<file path="config.mk">
export PLATFORM = sky130hd
export DESIGN_NAME = psram_axi_sched
export DESIGN_NICKNAME = d
export VERILOG_FILES = /design/src/rtl/psram_axi_sched.sv
export SDC_FILE = /design/constraint.sdc
export NUM_CORES = 1
export LEC_CHECK = 0
export ABC_CLOCK_PERIOD_IN_PS = 1700
export CAP_MARGIN = 20
export CORE_MARGIN = 10
export CORE_UTILIZATION = 42
export DETAILED_ROUTE_END_ITERATION = 7
export PLACE_DENSITY_LB_ADDON = 0.3
export SKIP_CTS_REPAIR_TIMING = 1
export SLEW_MARGIN = 20
export SYNTH_ARGS = -nofsm -noshare
export SYNTH_HDL_FRONTEND = slang
export SYNTH_SLANG_ARGS = --single-unit
export TNS_END_PERCENT = 1
</file>
<file path="constraint.sdc">
create_clock -name clk -period 1.7 [get_ports clk]
set_input_delay 0.34 -clock clk [delete_from_list [all_inputs] [get_ports clk]]
set_output_delay 0.34 -clock clk [all_outputs]
set_load 0.005 [all_outputs]
</file>
<file path="src/rtl/psram_axi_sched.sv">
// Purpose: single-beat AXI4 master that shares one PSRAM slave between the record (write) and playback (read) paths.
// Latency: request strobe to AW/W or AR valid is 2 cycles; the done pulse follows the B/R handshake by 1 cycle.
// Backpressure: each path holds one request; an extra strobe is dropped and flagged in sticky req_ovf; a stalled slave holds the FSM.
//
// Ports:
//   clk, S_AXI_ARESETN             : clock, async active-low reset (sync release expected upstream)
//   wr_req/wr_addr/wr_data         : write request strobe with byte address and data
//   wr_done/wr_err                 : one-cycle write completion, error = BRESP != OKAY
//   rd_req/rd_addr                 : read request strobe with byte address
//   rd_done/rd_data/rd_err         : one-cycle read completion, data held until the next rd_done
//   req_ovf, busy                  : sticky dropped-request flag, FSM not idle
//   m_aw*/m_w*/m_b*/m_ar*/m_r*     : AXI4 master channels
// AWLEN/ARLEN=0, AxSIZE=3'b010, INCR bursts, WLAST=1 and zero IDs are tied off at the instance.
module psram_axi_sched #(
    parameter int ADDR_W = 24,
    parameter int DATA_W = 32
) (
    input  logic                clk,
    input  logic                S_AXI_ARESETN,
    input  logic                wr_req,
    input  logic [ADDR_W-1:0]   wr_addr,
    input  logic [DATA_W-1:0]   wr_data,
    output logic                wr_done,
    output logic                wr_err,
    input  logic                rd_req,
    input  logic [ADDR_W-1:0]   rd_addr,
    output logic                rd_done,
    output logic [DATA_W-1:0]   rd_data,
    output logic                rd_err,
    output logic                req_ovf,
    output logic                busy,
    output logic [ADDR_W-1:0]   m_awaddr,
    output logic                m_awvalid,
    input  logic                m_awready,
    output logic [DATA_W-1:0]   m_wdata,
    output logic [DATA_W/8-1:0] m_wstrb,
    output logic                m_wvalid,
    input  logic                m_wready,
    input  logic [1:0]          m_bresp,
    input  logic                m_bvalid,
    output logic                m_bready,
    output logic [ADDR_W-1:0]   m_araddr,
    output logic                m_arvalid,
    input  logic                m_arready,
    input  logic [DATA_W-1:0]   m_rdata,
    input  logic [1:0]          m_rresp,
    input  logic                m_rvalid,
    output logic                m_rready
);

    typedef enum logic [2:0] {
        IDLE    = 3'd0,
        WR_AW_W = 3'd1,
        WR_B    = 3'd2,
        RD_AR   = 3'd3,
        RD_R    = 3'd4
    } state_t;

    localparam logic PATH_WR = 1'b0;
    localparam logic PATH_RD = 1'b1;
    // Word alignment: the PSRAM is accessed as 32-bit words only.
    localparam logic [ADDR_W-1:0] WORD_MASK = {{(ADDR_W-2){1'b1}}, 2'b00};

    state_t              state;
    state_t              state_nxt;
    logic                wr_pend;
    logic                rd_pend;
    logic                rr_last;
    logic                aw_ok;
    logic                w_ok;
    logic [ADDR_W-1:0]   wr_addr_q;
    logic [DATA_W-1:0]   wr_data_q;
    logic [ADDR_W-1:0]   rd_addr_q;
    logic                grant_wr;
    logic                grant_rd;
    logic                wr_active;
    logic                rd_active;

    // Round-robin: on a tie the path that did not go last wins.
    assign grant_wr  = (state == IDLE) && wr_pend && (!rd_pend || (rr_last == PATH_RD));
    assign grant_rd  = (state == IDLE) && rd_pend && (!wr_pend || (rr_last == PATH_WR));
    assign wr_active = (state == WR_AW_W) || (state == WR_B);
    assign rd_active = (state == RD_AR) || (state == RD_R);
    assign m_wstrb   = '1;

    always_ff @(posedge clk or negedge S_AXI_ARESETN) begin
        if (!S_AXI_ARESETN) begin
            state <= IDLE;
        end else begin
            state <= state_nxt;
        end
    end

    always_comb begin
        state_nxt = state;
        m_awvalid = 1'b0;
        m_wvalid  = 1'b0;
        m_bready  = 1'b0;
        m_arvalid = 1'b0;
        m_rready  = 1'b0;
        busy      = (state != IDLE);
        case (state)
            IDLE: begin
                if (grant_wr) begin
                    state_nxt = WR_AW_W;
                end else if (grant_rd) begin
                    state_nxt = RD_AR;
                end
            end
            WR_AW_W: begin
                // Each valid drops independently once its own handshake is done.
                m_awvalid = !aw_ok;
                m_wvalid  = !w_ok;
                if ((aw_ok || m_awready) && (w_ok || m_wready)) begin
                    state_nxt = WR_B;
                end
            end
            WR_B: begin
                m_bready = 1'b1;
                if (m_bvalid) begin
                    state_nxt = IDLE;
                end
            end
            RD_AR: begin
                m_arvalid = 1'b1;
                if (m_arready) begin
                    state_nxt = RD_R;
                end
            end
            RD_R: begin
                m_rready = 1'b1;
                if (m_rvalid) begin
                    state_nxt = IDLE;
                end
            end
            default: begin
                state_nxt = IDLE;
            end
        endcase
    end

    always_ff @(posedge clk or negedge S_AXI_ARESETN) begin
        if (!S_AXI_ARESETN) begin
            wr_pend   <= 1'b0;
            rd_pend   <= 1'b0;
            rr_last   <= PATH_RD;
            aw_ok     <= 1'b0;
            w_ok      <= 1'b0;
            wr_addr_q <= '0;
            wr_data_q <= '0;
            rd_addr_q <= '0;
            m_awaddr  <= '0;
            m_wdata   <= '0;
            m_araddr  <= '0;
            req_ovf   <= 1'b0;
            wr_done   <= 1'b0;
            wr_err    <= 1'b0;
            rd_done   <= 1'b0;
            rd_err    <= 1'b0;
            rd_data   <= '0;
        end else begin
            // A strobe is only taken when its path is completely free; the grant
            // needs pend=1, so capture and grant never collide on the same path.
            if (wr_req) begin
                if (wr_pend || wr_active) begin
                    req_ovf <= 1'b1;
                end else begin
                    wr_pend   <= 1'b1;
                    wr_addr_q <= wr_addr & WORD_MASK;
                    wr_data_q <= wr_data;
                end
            end
            if (rd_req) begin
                if (rd_pend || rd_active) begin
                    req_ovf <= 1'b1;
                end else begin
                    rd_pend   <= 1'b1;
                    rd_addr_q <= rd_addr & WORD_MASK;
                end
            end

            if (grant_wr) begin
                wr_pend  <= 1'b0;
                rr_last  <= PATH_WR;
                m_awaddr <= wr_addr_q;
                m_wdata  <= wr_data_q;
                aw_ok    <= 1'b0;
                w_ok     <= 1'b0;
            end
            if (grant_rd) begin
                rd_pend  <= 1'b0;
                rr_last  <= PATH_RD;
                m_araddr <= rd_addr_q;
            end

            if (state == WR_AW_W) begin
                if (m_awvalid && m_awready) begin
                    aw_ok <= 1'b1;
                end
                if (m_wvalid && m_wready) begin
                    w_ok <= 1'b1;
                end
            end

            wr_done <= (state == WR_B) && m_bvalid;
            wr_err  <= (state == WR_B) && m_bvalid && (m_bresp != 2'b00);
            rd_done <= (state == RD_R) && m_rvalid;
            rd_err  <= (state == RD_R) && m_rvalid && (m_rresp != 2'b00);
            if ((state == RD_R) && m_rvalid) begin
                rd_data <= m_rdata;
            end
        end
    end

endmodule

</file>
Yosys cells after proc, flatten, opt, wreduce, memory -nomap -nowiden

Index checks and enable logic that the tools add are counted.

Register bits after elaboration: 197
Input bits: 125
Output and inout port bits: 127
Word-level logic and storage cells: 97

Equal/unequal tests: 11
Mux-type cells: 30
Bitwise operators: 3
Reductions and logical operators: 35

Operator list:

| operator                                      | count |
|---|---|
| two-way mux 1 bit                             | 23 |
| two-way mux 3 bit                             | 6 |
| one-hot mux 3 bit (5 select lines)            | 1 |
| logical AND 1 bit                             | 11 |
| != test 2 bit, second input constant          | 5 |
| nonzero test 2 bit                            | 5 |
| logical OR 1 bit                              | 8 |
| AND reduction 2 bit                           | 4 |
| == test 3 x 2 -> 1 bit, second input constant | 2 |
| AND reduction 5 bit                           | 1 |
| logical NOT 1 bit                             | 4 |
| == test 3 x 1 -> 1 bit, second input constant | 1 |
| == test 3 bit, second input constant          | 1 |
| logical NOT 3 bit                             | 1 |
| != test 3 bit, second input constant          | 1 |
| NOT 1 bit                                     | 3 |
| nonzero test 3 bit                            | 1 |
| != test 2 x 1 -> 1 bit, second input constant | 1 |

Logic depth before layout (Yosys ltp)

Depth in word-level cells: 7
Depth in mapped cells: 7
Depth with buffers taken out: 4

Worst setup path after synthesis

Ideal clock, no wire load.

Kind: register -> register
Start point: reg state[0]
End point: reg rd_data[10]
Data arrival time: 1.652 ns
Data required time: 1.575 ns
Slack: -0.077 ns
Stages on the path, launching flop included: 8
Buffers on the path: 3
Clock period less this slack: 1.777 ns
Cells stage by stage: dfrtp_1 > clkbuf_8 > or3b_4 > inv_2 > and2_4 > buf_12 > buf_12 > mux2_4

Word-level cells in the longest chain between the ends: 2

Ends and longest elaborated chain:

| element                | RTL line | text |
|---|---|---|
| start, declared        | 64       | `state_t state;` |
| start signal, assigned | 90       | `state <= state_nxt;` |
| == test 3 bit          | 209      | `if ((state == RD_R) && m_rvalid) begin` |
| logical AND 1 bit      | 209      |  |
| end signal, assigned   | 210      | `rd_data <= m_rdata;` |
| end, declared          | 28       | `output logic [DATA_W-1:0] rd_data,` |

No other way between the ends.
A chain may end at the register's enable or synchronous reset.

Worst setup path in the final report

Start point: reg state[1]
End point: out m_rready

Word-level cells in the longest chain between the ends: 2

Ends and longest elaborated chain:

| element           | RTL line | text |
|---|---|---|
| == test 3 bit     | 102      | `case (state)` |
| two-way mux 1 bit | 102      |  |
| end, declared     | 48       | `output logic m_rready` |

No other way between the ends.

==> results <==
[synth_stat cells, drive strengths merged (2+ instances only)]
| cell | instances | area, um^2 |
|---|---|---|
| a21bo | 2 | 20.0 |
| nand2 | 3 | 11.3 |
| buf | 29 | 264 |
| nor3b | 2 | 15.0 |
| and2 | 3 | 21.3 |
| nand3 | 4 | 20.0 |
| o21a | 2 | 15.0 |
| nand3b | 2 | 15.0 |
| mux2 | 184 | 2180 |
| dfrtp | 196 | 4900 |
| a22o | 2 | 17.5 |
| inv | 5 | 18.8 |
| conb | 2 | 7.51 |
| nor2 | 3 | 11.3 |
| a21oi | 2 | 10.0 |
| nor2b | 2 | 12.5 |
| a31oi | 3 | 18.8 |
[metal layers]
layer / share of wire / track usage
met1: 0.41 / 0.186
met2: 0.46 / 0.244
met3: 0.12 / 0.0830
met4: 0.0066 / 0.0334
met5: 0 / 0
[state kept, by name (all words and copies together), names as in the netlist]
signal     count
aw_ok          1
rd_pend        1
wr_data_q     32
rd_addr_q     22
wr_done        1
m_araddr      22
state          3
wr_addr_q     22
wr_err         1
wr_pend        1
rd_done        1
m_awaddr      22
m_wdata       32
rd_data       32
rr_last        1
w_ok           1
req_ovf        1
rd_err         1
[power by group]
group	switching, mW	internal, mW
Sequential	1.21	7.04
Clock	1.82	2.27
Combinational	2.82	5.67
[cells in the final DEF (no fill, tap or decap), types with 3 or more instances in the layout]
| cell | netlist | routed |
|---|---|---|
| clkbuf_2 | 0 | 3 |
| dfrtp_1 | 196 | 195 |
| clkdlybuf4s50_1 | 0 | 209 |
| mux2_4 | 28 | 31 |
| mux2_2 | 156 | 153 |
| clkinv_4 | 0 | 4 |
| inv_1 | 4 | 4 |
| nand3_1 | 4 | 3 |
| buf_12 | 4 | 8 |
| inv_8 | 0 | 5 |
| clkbuf_16 | 0 | 17 |
| dlymetal6s2s_1 | 0 | 25 |
| buf_4 | 11 | 24 |
| nand2_1 | 3 | 3 |
| a31oi_1 | 3 | 3 |
| conb_1 | 2 | 8 |
| buf_6 | 5 | 5 |
[worst max-delay path: stages (launching register included)]
cell     delay (ns)
dfrtp_2        0.43
buf_6          0.13
or3b_4         0.40
inv_4          0.08
buf_6          0.09
[final timing paths]
kind / start / endpoint / slack, ns / cells past startpoint
worst max-delay path: state[1]$_DFFE_PN0P_ / m_rready / -0.19 / 4
worst min-delay path: S_AXI_ARESETN / rd_data[22]$_DFFE_PN0P_ / 0.43 / 2
worst max register to register: state[1]$_DFFE_PN0P_ / rd_data[1]$_DFFE_PN0P_ / -0.13 / 6
worst min register to register: req_ovf$_DFF_PN0_ / req_ovf$_DFF_PN0_ / 0.48 / 2
max in group asynchronous: S_AXI_ARESETN / rr_last$_DFFE_PN1P_ / 0.67 / 3
min in group clk: req_ovf$_DFF_PN0_ / req_ovf$_DFF_PN0_ / 0.48 / 2
[kinds of logic (layout without fill, tap and decap cells)]
kind of cell           Yosys count  count (layout)  synth area share
flip-flops                     197             197             0.639
multiplexers                   185             185             0.285
buffers and inverters           35             314            0.0384
AND/OR/NAND/NOR                 24              24            0.0207
AO/OA/AOI/OAI                   16              16            0.0154
other                            2               8          0.000972
XOR/XNOR                         1               1           0.00113
[through the flow]
stage	cells	worst slack, ns	power [mW]
after floorplan	466	-0.0770	12.3
after global placement	936	-0.204	16.4
after detailed placement	936	-0.211	16.9
after CTS	968	-0.690	21.1
after global routing	974	-0.248	22.1
final	974	-0.188	20.8
[area by class of cell]
type	instances	area share
clock inverter	13	0.0148
inverter	5	0.00189
clock buffer	19	0.0393
tap	229	0.0254
sequential	197	0.437
timing repair buffer	277	0.254
multi-input combinational	234	0.227
==> flow_summary_export.csv <==
group,metric,value,unit
synthesis,yosysWarnings,0,
timing,hold_viol,0,
place,io_buffers,239,
clock_network,root_buffer,"clkbuf_16",
timing,slew_viol_final,0,
layout,syn_to_final_growth,46.0,%
clock_network,numCtsBuffers,17,
layout,diodes,0,
power_and_ir_drop,p_per_area,1850,nW/um^2
run_status,outcome,"complete, but fails checks",
timing,setup_slack,-0.188,ns
layout,final_nets,857,
timing,setup_viol,114,
layout,fin_area,11300,um^2
layout,nFillCells,1376,
grt,grt_max_degree,56,
min_path,min_path_type,"input port to async pin",
timing,max_freq,530,MHz
clock_network,cts_sinks,197,
grt,grt_pass1_wl,29800,um
clock_network,clk_pin_slew_worst_paths,0.07,ns
synthesis,post_synth_num_cell_types,37,
routing,drt_pass1_iterations,4,
timing,fin_crit_sh,1.11,
floorplanning,coreArea,18000,um^2
place,dp_hpwl,14400,um
synthesis,async_reset_ff_frac,1.00,
floorplanning,io_pins,252,
setup_path,end_kind,"output pin",
timing,rsz0062_at_grt,"true",
layout,post_route_cells_drive_above_1_share,0.366,
routing,drtIter0Drc,150,
setup_path,cp.arrival,1.55,ns
routing,wl_per_cell,19.8,um
synthesis,avgSynthCellArea,16.8,um^2
synthesis,synth_edf_count,0,
grt,track_usage,0.156,
layout,multi_input_area,2560,um^2
setup_path,cp-start-kind,"flip-flop",
routing,remaining_drc_errors,0,
floorplanning,num_rows,49,
clock_network,clk_latency,0.42,ns
floorplanning,start_util,0.428,
timing,skew,0.0104,ns
routing,finalWirelength,19300,um
clock_network,cts_tree,"done",
routing,vias_per_cell,4.86,
grt,grt_pass1_vias,5261,
synthesis,synth-seq-cells,197,
grt,grt_antenna_before_repair,0,
synthesis,seq_area_frac_synth,0.639,
setup_path,worstPathRequired,1.36,ns
run_status,violations,"setup timing",
routing,ant_nets,0,
timing,min_period,1.89,ns
synthesis,netlist_area,7720,um^2
clock_network,htreeDepth,4,
synthesis,synth_cells,460,
place,postPlaceCellArea,10500,um^2
layout,postLayoutCoreUtil,0.626,
floorplanning,die_area,24200,um^2
grt,overflow,0,
power_and_ir_drop,ir_drop,0.000852,V
clock_network,cts.path.max_buffers,2,
timing,tns,-10.49,ns
power_and_ir_drop,p_leak,5.14,nW
setup_path,critPathMaxFanout,4,
floorplanning,die_width,156,um
synthesis,synthFlopType,"dfrtp_1",
routing,vias,4731,
timing,hold-worst-slack,0.429,ns
place,gp_congestion,0.829,
run,drv_cap,0,
setup_path,critical_path_class,"flip-flop to output pin",
floorplanning,die_h,156,um
layout,seq_area,4930,um^2
No activity file was read; power rests on OpenSTA's default activity.
==> RTL edit 1, RTL diff (same settings) <==
Reset style: synchronous (`S_AXI_ARESETN`), changed in 2 clocked blocks. Comments in the files are not updated.
--- a/src/rtl/psram_axi_sched.sv
+++ b/src/rtl/psram_axi_sched.sv
@@ -83,7 +83,7 @@
     assign rd_active = (state == RD_AR) || (state == RD_R);
     assign m_wstrb   = '1;
 
-    always_ff @(posedge clk or negedge S_AXI_ARESETN) begin
+    always_ff @(posedge clk) begin
         if (!S_AXI_ARESETN) begin
             state <= IDLE;
         end else begin
@@ -139,7 +139,7 @@
         endcase
     end
 
-    always_ff @(posedge clk or negedge S_AXI_ARESETN) begin
+    always_ff @(posedge clk) begin
         if (!S_AXI_ARESETN) begin
             wr_pend   <= 1'b0;
             rd_pend   <= 1'b0;
Formal check against the unedited RTL: differs if S_AXI_ARESETN is asserted again (counterexample within 4 cycles, from zero or initial values and one cycle with S_AXI_ARESETN low); with S_AXI_ARESETN held inactive, the same outputs for 4 cycles.
==> RTL edit 1 against the unedited design <==
  * The flow still finishes with violations (negative setup slack)
  * Final area decreased by 7.3%
  * Global-route usage is 1.9 points higher
  * Register-to-register slack better by 190 ps
  * Sequential share of layout area shrank 5.9 points
  * Setup slack improved by 170 ps
  * Worst hold slack lost 96 ps
  * Area after synthesis decreased by 8.0%
  * Sequential cell count is the same
  * Non-clock buffer count is 11 lower
  * Routed wire length is 7.1% higher
  * Fmax increased by 9.6%
  * Largest cell class unchanged
Power is not compared: it rests on default switching activity, and its combinational part moved more than twofold at a synthesized area within 25%.
==> RTL edit 1: results (changes against the unedited design) <==
Placement
  – RD Place Congestion: 0.869 (was 0.829)
  – Detailed Place HPWL: 14400 µm (about the same)
  – Port Buffers: 239 (unchanged)
  – Placed insts: 1283 (was 936)
  – Area post-placement: 9850 µm² (was 10500 µm²)
  – Pre-CTS WS: -18.7 ps (was -211 ps)

Timing
  – Final setup fails: 1 (was 114)
  – Fin Setup TNS: -22.3 ps (was -10490 ps)
  – Layout Skew: 8.32 ps (was 10.4 ps)
  – Fin worst setup slack: -22.3 ps (was -188 ps)

Global routing
  – Met2 Resource Use GR: 0.282 (was 0.244)
  – All-Layer GR Usage: 0.175 (was 0.156)
  – Vias in the first global route: 5998 (was 5261)
  – Antenna violations before repair: 1 (was 0)
  – Met3 usage in global routing: 0.0600 (was 0.0830)
  – GR Util met1: 0.212 (was 0.186)
  – Largest net degree at the start of global routing: 70 (was 56)
  – First-pass GRT wire length: 31600 µm (was 29800 µm)

Logic synthesis
  – Post-synthesis async set-or-reset flop share: 0 (was 1.00)
  – YS warnings: 0 (unchanged)
  – Largest cells by area after synthesis: dfxtp_1 (55%), nand2_1 (15%), a21oi_1 (7.9%), nand3_1 (4.0%), o21ai_0 (3.5%) (was dfrtp_1 (64%), mux2_2 (23%), mux2_4 (5.4%), buf_4 (1.1%), buf_12 (1.0%))
  – Yosys cell types: 38 (was 37)
  – Synth top cells by count: nand2_1 (279), dfxtp_1 (197), a21oi_1 (112) (was dfrtp_1 (196), mux2_2 (156), mux2_4 (28))
  – Post-Syn Area per Cell: 8.21 µm² (was 16.8 µm²)
  – Post-synthesis sequential area ratio: 0.555 (was 0.639)

Power
  – Switching Share: 0.308
  – Sequential power share: 0.426
  – Peak supply drop: 0.833 mV
  – Power Clock: 3.88 mW
  – Pleak: 3.89 nW
  – Seq pwr: 5.68 mW

Route
  – DRT iter0 DRCs: 358 (was 150)
  – Uppermost layer routed: met4 (unchanged)
  – WL met2: 9620 µm (was 8940 µm)
  – Routed met3 length: 1850 µm (was 2230 µm)
  – Met1 WL: 8790 µm (was 7960 µm)
  – WL/cell: 15.7 µm (was 19.8 µm)
  – Routed Wire Length: 20600 µm (was 19300 µm)
  – Pre-antenna DRT Iters: 4 (unchanged)
  – Via Count: 6377 (was 4731)

Clock network
  – Clk Latency, worst-skew pair: 420 ps (about the same)
  – H-Tree Depth: 4 (unchanged)
  – Max clock buf depth: 2 (unchanged)
  – CTS Buf Count: 17 (unchanged)
  – Clk slew on worst S/H paths: 70 ps (about the same)
  – Root buffer cell: clkbuf_16 (unchanged)

Worst hold path
  – HP Class: in2reg (was in2async)

Run status
  – Failing checks: negative setup slack (unchanged)
  – Status: complete, but fails checks (unchanged)

Cells and area
  – Final nets: 1207 (was 857)
  – Share of post-route cells with drive strength above 1: 0.0667 (was 0.366)
  – Largest regs: m_wdata (32), rd_data (32), wr_data_q (32) (unchanged)

Critical path
  – CP max stage delay: 370 ps (was 430 ps)
  – CP max FO: 6 (was 4)
  – Worst-path cell with the longest stage delay: dfxtp_2 (was dfrtp_2)
[RTL edit 1: cell count changes after synthesis, sizes merged, moves of 3 or more]
| cell | change |
|---|---|
| mux2 | -184 |
| a31oi | -3 |
| nor3 | +4 |
| o21ai | +55 |
| dfxtp | +197 |
| nand3 | +53 |
| a21oi | +110 |
| nor2 | +26 |
| dfrtp | -196 |
| mux2i | +22 |
| clkbuf | +45 |
| nand2 | +276 |
[RTL edit 1: critical path: cells and delay by family, from the launching register on]
| family | cells | cell delay, ps |
|---|---|---|
| buffers and inverters | 3 | 370 |
| and+or+nand+nor | 1 | 230 |
| DFF | 1 | 370 |
[RTL edit 1: cell families (layout without fill, tap and decap cells)]
group	Yosys count	count (layout)	share of synthesized area
AO/OA/AOI/OAI	180	180	0.132
buffers and inverters	80	302	0.0546
XOR/XNOR	1	1	0.00123
other	2	9	0.00106
AND/OR/NAND/NOR	384	384	0.225
multiplexers	22	22	0.0310
flip-flops	197	197	0.555
[RTL edit 1: cell type report]
class / count / area (µm²)
inverter: 5 / 21.3
clock inverter: 9 / 93.8
tap: 220 / 275
clock buffer: 22 / 474
fill: 1454 / 6130
sequential: 197 / 3950
antenna: 1 / 2.50
timing repair buffer: 266 / 2810
multi-input combinational: 595 / 2830
[RTL edit 1: worst paths after layout]
| path | start | endpoint | slack, ps | depth (start not counted) |
|---|---|---|---|---|
| min | S_AXI_ARESETN | m_wdata[31]$_SDFFE_PN0P_ | 330 | 3 |
| max reg2reg | state[2]$_SDFFE_PN0P_ | m_awaddr[8]$_SDFFE_PN0P_ | 60 | 6 |
| min reg2reg | wr_data_q[10]$_SDFFE_PN0P_ | m_wdata[10]$_SDFFE_PN0P_ | 450 | 2 |
| max | state[2]$_SDFFE_PN0P_ | busy | -20 | 4 |
==> RTL edit 2, RTL diff (same settings) <==
Made on the original files. Change the parameter `ADDR_W` from 24 to 48.
--- a/src/rtl/psram_axi_sched.sv
+++ b/src/rtl/psram_axi_sched.sv
@@ -12,7 +12,7 @@
 //   m_aw*/m_w*/m_b*/m_ar*/m_r*     : AXI4 master channels
 // AWLEN/ARLEN=0, AxSIZE=3'b010, INCR bursts, WLAST=1 and zero IDs are tied off at the instance.
 module psram_axi_sched #(
-    parameter int ADDR_W = 24,
+    parameter int ADDR_W = 48,
     parameter int DATA_W = 32
 ) (
     input  logic                clk,
Interface: changed (resized m_araddr, m_awaddr, rd_addr and wr_addr); port bits go from 252 to 348. The function was not compared with the original's and may differ.
==> RTL edit 2 against the unedited design <==
  * The run still ends with negative setup slack left
  * Critical endpoint unchanged
  * Largest cell class unchanged
  * Non-clock buffer count increased by 117
  * Final cell count increased by 65%
  * Final area increased by 60%
  * Setup slack got worse by 89 ps
  * Critical path depth unchanged
  * Worst hold slack got worse by 78 ps
  * First-iteration DRC count increased to 2.9 times the old value
  * Sequential power increased by 50%
  * Routed wire length increased by 83%
  * Sequential cell count increased by 96
  * Total power increased by 60%
  * Area after synthesis increased by 58%
==> RTL edit 2: results (changes against the unedited design) <==
Cells and area
  – Fillers: 2168 (was 1376)
  – Layout non-clock buf frac: 0.245 (was 0.254)
  – Non-CTS buffers: 394 (was 277)
  – CLK BUF: 49 (was 19)
  – Number of non-clock inverters in the layout: 3 (was 5)
  – Multi-input gate area: 4680 µm² (was 2560 µm²)
  – Num sequential: 293 (was 197)
  – Number of multi-input logic gates: 473 (was 234)
  – Storage element area: 7340 µm² (was 4930 µm²)
  – Final nets: 1372 (was 857)

Critical path
  – RR Endpoint: rd_data[29]$_DFFE_PN0P_ (was rd_data[1]$_DFFE_PN0P_)
  – CP Data Arrival Time: 1640 ps (was 1550 ps)
  – CP max FO: 7 (was 4)

Timing
  – Final setup fails: 162 (was 114)
  – Fin worst setup slack: -278 ps (was -188 ps)

Logic synthesis
  – Mux cell area share after synthesis: 0.218 (was 0.285)
  – Post-synthesis sequential area ratio: 0.601 (was 0.639)
  – Largest cells by area after synthesis: dfrtp_1 (60%), mux2_2 (21%), o221a_2 (4.2%), nor4b_1 (3.3%), nor3b_1 (2.9%) (was dfrtp_1 (64%), mux2_2 (23%), mux2_4 (5.4%), buf_4 (1.1%), buf_12 (1.0%))
  – Synth Area in Compound Gates: 0.0728 (was 0.0154)
  – Gate Count Post-Synth: 838 (was 460)
  – Synth top cells by count: dfrtp_1 (292), mux2_2 (226), o21ai_0 (48) (was dfrtp_1 (196), mux2_2 (156), mux2_4 (28))
  – Yosys cell types: 41 (was 37)

Global routing
  – Met3 usage in global routing: 0.0501 (was 0.0830)
  – All-Layer GR Usage: 0.183 (was 0.156)
  – Vias in the first global route: 8907 (was 5261)
  – GR Util met1: 0.226 (was 0.186)
  – Antenna violations before repair: 2 (was 0)
  – First-pass GRT wire length: 52900 µm (was 29800 µm)

Placement
  – RD Place Congestion: 0.783 (was 0.829)
  – Placed insts: 1545 (was 936)
  – Detailed Place HPWL: 24200 µm (was 14400 µm)
  – Pre-CTS WS: -231 ps (was -211 ps)

Power
  – Peak supply drop: 0.801 mV (was 0.852 mV)

Route
  – DRT iter0 DRCs: 429 (was 150)
  – WL/cell: 21.9 µm (was 19.8 µm)
  – DR vias/cell: 5.33 (was 4.86)
  – Pre-antenna DRT Iters: 5 (was 4)

Run status
  – Failing checks: negative setup slack (unchanged)
  – Status: complete, but fails checks (unchanged)

Clock network
  – CTS Buf Count: 34 (was 17)
  – Clk Latency, worst-skew pair: 510 ps (was 420 ps)
RTL edit 2: per-layer routing:
layer,routed length (µm),share of wire
met5,0,0
met4,985,0.028
met3,2330,0.066
met2,17500,0.50
met1,14400,0.41
RTL edit 2: per-stage QoR:
step / hold WS [ps] / TNS, ps / utilization / total power [mW]
detailed placement: 287 / -24460 / 0.573 / 26.8
CTS: -250 / -37160 / 0.611 / 34.1
global placement: 282 / -23170 / 0.573 / 26.4
floorplan: 44.4 / -731 / - / 19.7
finish: 350 / -23060 / 0.628 / 33.3
global route: 373 / -35670 / 0.628 / 35.5
RTL edit 2: power by group:
| part | leakage (nW) | internal [mW] | total (mW) | switching [mW] |
|---|---|---|---|---|
| clock network | 0.541 | 4.24 | 7.09 | 2.85 |
| logic | 5.04 | 8.50 | 13.8 | 5.33 |
| registers | 3.53 | 10.5 | 12.4 | 1.90 |
| total | 9.11 | 23.3 | 33.3 | 10.1 |
